$ cat src/rtl/mux16_sched.sv
// Round-robin scheduler for a shared 16:1 select mux: one owner at a time,
// held until release or until MAX_HOLD cycles elapse, then priority rotates.
module mux16_sched #(
  parameter int MAX_HOLD = 8
) (
  input  logic        clk,
  input  logic        rst,
  input  logic [15:0] req,
  input  logic        done,
  output logic [15:0] grant,
  output logic [3:0]  sel,
  output logic        valid,
  output logic        timeout,
  output logic        state_dbg,
  output logic [3:0]  ptr_dbg
);

  // Handshake: a grant is offered by raising valid with grant == 1<<sel; the
  // owner ends it by pulsing done (or dropping req[sel]) while valid is high.
  typedef enum logic {IDLE = 1'b0, GRANT = 1'b1} state_t;

  localparam logic [7:0] HOLD_LAST = 8'(MAX_HOLD - 1);

  state_t      state, state_n;
  logic [3:0]  ptr, ptr_n;
  logic [7:0]  hold_cnt, hold_n;
  logic [15:0] grant_n;
  logic [3:0]  sel_n;
  logic        valid_n, timeout_n;
  logic [3:0]  win, idx;
  logic        found;

  // Rotating scan: first set request at or above ptr, wrapping past 15.
  always_comb begin
    win   = ptr;
    idx   = ptr;
    found = 1'b0;
    for (int i = 0; i < 16; i++) begin
      idx = ptr + 4'(i);
      if (!found && req[idx]) begin
        win   = idx;
        found = 1'b1;
      end
    end
  end

  always_comb begin
    state_n   = state;
    ptr_n     = ptr;
    hold_n    = hold_cnt;
    grant_n   = grant;
    sel_n     = sel;
    valid_n   = valid;
    timeout_n = 1'b0;
    case (state)
      IDLE: begin
        if (found) begin
          sel_n   = win;
          grant_n = 16'd1 << win;
          valid_n = 1'b1;
          hold_n  = 8'd0;
          state_n = GRANT;
        end
      end
      GRANT: begin
        // Owner release outranks the hold limit, so a coincident done never times out.
        if (done || !req[sel] || hold_cnt == HOLD_LAST) begin
          timeout_n = !(done || !req[sel]);
          valid_n   = 1'b0;
          grant_n   = 16'd0;
          ptr_n     = sel + 4'd1;
          state_n   = IDLE;
        end else begin
          hold_n = hold_cnt + 8'd1;
        end
      end
      default: state_n = IDLE;
    endcase
  end

  always_ff @(posedge clk or posedge rst) begin
    if (rst) begin
      state    <= IDLE;
      ptr      <= 4'd0;
      hold_cnt <= 8'd0;
      grant    <= 16'd0;
      sel      <= 4'd0;
      valid    <= 1'b0;
      timeout  <= 1'b0;
    end else begin
      state    <= state_n;
      ptr      <= ptr_n;
      hold_cnt <= hold_n;
      grant    <= grant_n;
      sel      <= sel_n;
      valid    <= valid_n;
      timeout  <= timeout_n;
    end
  end

  assign state_dbg = state;
  assign ptr_dbg   = ptr;

endmodule

$ cat config.mk
export PLATFORM = sky130hd
export DESIGN_NAME = mux16_sched
export DESIGN_NICKNAME = d
export VERILOG_FILES = /design/src/rtl/mux16_sched.sv
export SDC_FILE = /design/constraint.sdc
export NUM_CORES = 1
export LEC_CHECK = 0
export CAP_MARGIN = 20
export CORE_ASPECT_RATIO = 0.5
export CORE_MARGIN = 3
export CORE_UTILIZATION = 45
export CTS_CLUSTER_SIZE = 10
export DETAILED_ROUTE_END_ITERATION = 10
export HOLD_SLACK_MARGIN = 0.08
export PLACE_DENSITY = 0.77
export RECOVER_POWER = 100
export SLEW_MARGIN = 10
export SYNTH_ARGS = -nofsm -noshare
export SYNTH_HDL_FRONTEND = slang
export SYNTH_SLANG_ARGS = --single-unit
$ cat constraint.sdc
create_clock -name clk -period 10.4 [get_ports clk]
set_input_delay 2.08 -clock clk [delete_from_list [all_inputs] [get_ports clk]]
set_output_delay 2.08 -clock clk [all_outputs]
set_load 0.1 [all_outputs]
==> out/summary.md <==
• 11 — reg2reg path depth
• nand2_1 (44), dfrtp_1 (35), mux4_2 (32) — most frequent cells in the layout
• 1.14 ns — Worst path max stage delay
• 0.6864 — part of the cycle the worst path needs
• nand2_1 — leading cell type in the layout, fill and taps excluded
• 9.096 mm — half-perimeter wire length after detailed placement
• 7.34 ns — signal arrival time at the worst endpoint
• register to register — Hold Path Class
• 3686 — number of global-route vias before repair
• 0 — number of gates resized after cts
• 607 — violation count after the first detailed-route iteration
• grant[2] — critical register-to-register path endpoint
• 1.000 — Async S/R FF share, synth
• 36 — pin count of the biggest net entering global routing
• 0 — endpoints failing hold
• built — TritonCTS clock tree
• 36 — number of max-slew violations in the final report
• 503 — Total Nets Final
• 2 — Max clock buf depth
• 1.814 ns — actual transition at the worst max-transition pin
• 5 — DR pass1 iterations
• 0.01044 mm² — floorplan die area
• 35 — post-synthesis register bit count
• simple AND/OR/NAND/NOR gates — kind of cell with the highest combined delay on the critical path
• 10.61 ns — Data required, critical path
• ptr_dbg[1] — timing startpoint of the critical path
• buf_4 -> clkinv_1 -> ha_1 -> mux2_2 -> mux4_2 -> mux2_1 -> or3_1 -> nor4_1 -> a41oi_1 -> nor2_1 -> a22o_1 — cell chain of the critical path
• 0 — number of antenna repair diodes
• 2 — H-tree lvl count
• 0 — number of enable-type register cells in the synthesized netlist
• register — critical path startpoint category
• register — endpoint class of the critical path
• dfrtp_1 — most used flip-flop cell after synthesis
• false — setup repair after global routing missed its margin
• 1.020 — final weighted congestion in routability-driven placement
• 19.99 mm — first-pass GRT wire length
• 0.004133 mm² — Syn Std Cell Area
• ptr_dbg[1] — Reg-to-Reg Start
• 0.2406 — Total Routing Usage GR
• 45 — number of buffers inserted by port buffering
• 12.53 mm — total length of routed wires
• 16.08% — synth-to-layout area growth
• 21.12 µm — Routed wire per std cell
• 0.05 ns — clk slew on worst S/H paths
• clkbuf_16 — buffer type at the clock tree root
• 3980 — via count
• 140.1 MHz — upper clock frequency limit
• 0 — antenna-violating nets left
• 0.2119 — sequential share of the synthesized area
• 9.457 µm² — Post-Synthesis Mean Instance Area
• 465 — post-synth net total
• 66 — Yosys cell types
• 0.004815 ns — post-route clock skew
• grant[2] — end of the critical path
• 0 ns — setup TNS
• 0 — Yosys Warn Count
• 0.4681 — initial core utilization
• 24 — row count
• 7.139 ns — Period minus WS final
• 3.26 ns — setup slack of the worst register-to-register path
• 73.77 µm — die boundary height
• 0.1702 — proportion of layout cells with a drive suffix above 1
• 0.008828 mm² — standard cell core area
• 0 — hold-fix buffer count after cts
• 33 — critical-path maximum fanout
• 0 — post-CTS setup buffer count
• 437 — Mapped Cells
• 11 — critical path depth
• register to register — startpoint-to-endpoint class of the critical path
• 0 — Final setup violation count
• capacitance limit, slew limit — violations in the final reports
• 5 — number of CTS-inserted buffers
• 1 — max-cap viol count
• 0 — initial antenna violation count
• 0.28 ns — Skew-Pair Late Insertion Delay
• 6.712 — via-per-instance ratio
• 141.5 µm — die width
• -0.2096 — normalized max-slew margin
• 35 — TritonCTS sink count
• 0 — gr ovfl total
• 0 — DRC
• 769 — filler instances
• 2 — number of buffers and inverters on the critical path
• finished, violations left — run status
• 46 — num ports
• ha_1 — Slowest cell on crit path
cells by family (layout without fill, tap and decap cells):
| family | Yosys count | after routing | share of synthesized area |
|---|---|---|---|
| flops | 35 | 35 | 0.2119 |
| xor+xnor | 21 | 21 | 0.04450 |
| simple gates | 139 | 139 | 0.1638 |
| fa+ha+maj | 9 | 9 | 0.02725 |
| buf+inv | 33 | 72 | 0.03633 |
| compound gates | 108 | 108 | 0.1874 |
| mux | 92 | 92 | 0.3288 |
per-layer routing:
layer / global-route usage / part of all wire
met1: 0.3526 / 0.44
met3: 0.03901 / 0.097
met4: 0.05106 / 0.017
met2: 0.3778 / 0.45
met5: 0 / 0
cells in the mapped netlist, types with 3 or more instances:
cell type / n / area, µm²
a22o_1: 10 / 87.58
mux4_2: 32 / 720.7
o21ai_0: 16 / 80.08
nand2b_1: 4 / 25.02
o31ai_1: 3 / 22.52
nand3_1: 13 / 65.06
ha_1: 9 / 112.6
nand2_1: 44 / 165.2
inv_1: 11 / 41.29
dfrtp_1: 35 / 875.8
nor3_1: 18 / 90.09
mux2_2: 28 / 315.3
and2_1: 5 / 31.28
nor4_1: 5 / 31.28
xor2_1: 5 / 43.79
o21bai_1: 3 / 22.52
a21oi_1: 15 / 75.07
a21o_1: 3 / 22.52
o211ai_1: 3 / 22.52
nor2_1: 30 / 112.6
mux2i_1: 30 / 300.3
clkbuf_1: 8 / 30.03
o22ai_1: 6 / 37.54
a22oi_1: 3 / 22.52
buf_2: 6 / 30.03
a211oi_1: 6 / 45.04
o21ai_1: 10 / 50.05
nand4_1: 6 / 37.54
xnor2_1: 16 / 140.1
a32oi_1: 3 / 26.28
a31oi_1: 3 / 18.77
metrics by stage:
step | util | cell area (µm²) | cells | setup WS (ns) | hold slack (ns)
after floorplan | - | 4133 | 437 | 4.502 | 0.4781
after global placement | 0.5289 | 4669 | 585 | 4.114 | 0.4815
after detailed placement | 0.5289 | 4669 | 585 | 4.081 | 0.4823
after CTS | 0.5466 | 4826 | 593 | 4.333 | 0.4979
after global routing | 0.5434 | 4797 | 593 | 2.698 | 0.5046
final | 0.5434 | 4797 | 593 | 3.261 | 0.4775
sequential cells by signal, summed over array words and instances (netlist names):
register	flops
grant	16
hold_cnt	8
timeout	1
sel	4
state_dbg	1
ptr_dbg	4
valid	1
final cells by class:
type	instances	area (µm²)	area share
Sequential cell	35	875.8	0.1826
Inverter	14	52.55	0.01095
Timing Repair Buffer	50	484.2	0.1009
Multi-Input combinational cell	369	3082	0.6424
Tap cell	117	146.4	0.03052
Clock buffer	8	156.4	0.03260
how the worst min path moves through the flow:
| stage | from | end | slack (ns) | depth (start not counted) |
|---|---|---|---|---|
| final | grant[12] | grant[12] | 0.48 | 2 |
| after global routing | grant[13] | grant[13] | 0.50 | 2 |
| after CTS | grant[13] | grant[13] | 0.50 | 2 |
| after detailed placement | grant[10] | grant[10] | 0.48 | 2 |
| after global placement | grant[12] | grant[12] | 0.48 | 2 |
| after floorplan | hold_cnt[6] | hold_cnt[6] | 0.48 | 1 |
tightest hold or removal path, delay by kind of cell, from the launching register on:
| kind | cells | cell delay, ns |
|---|---|---|
| and+or+nand+nor | 1 | 0.05 |
| AOI/OAI and AO/OA | 1 | 0.06 |
| DFF | 1 | 0.34 |
Power is not shown: default switching activity piles up to over one toggle a cycle in this logic, so the estimate is an artifact.
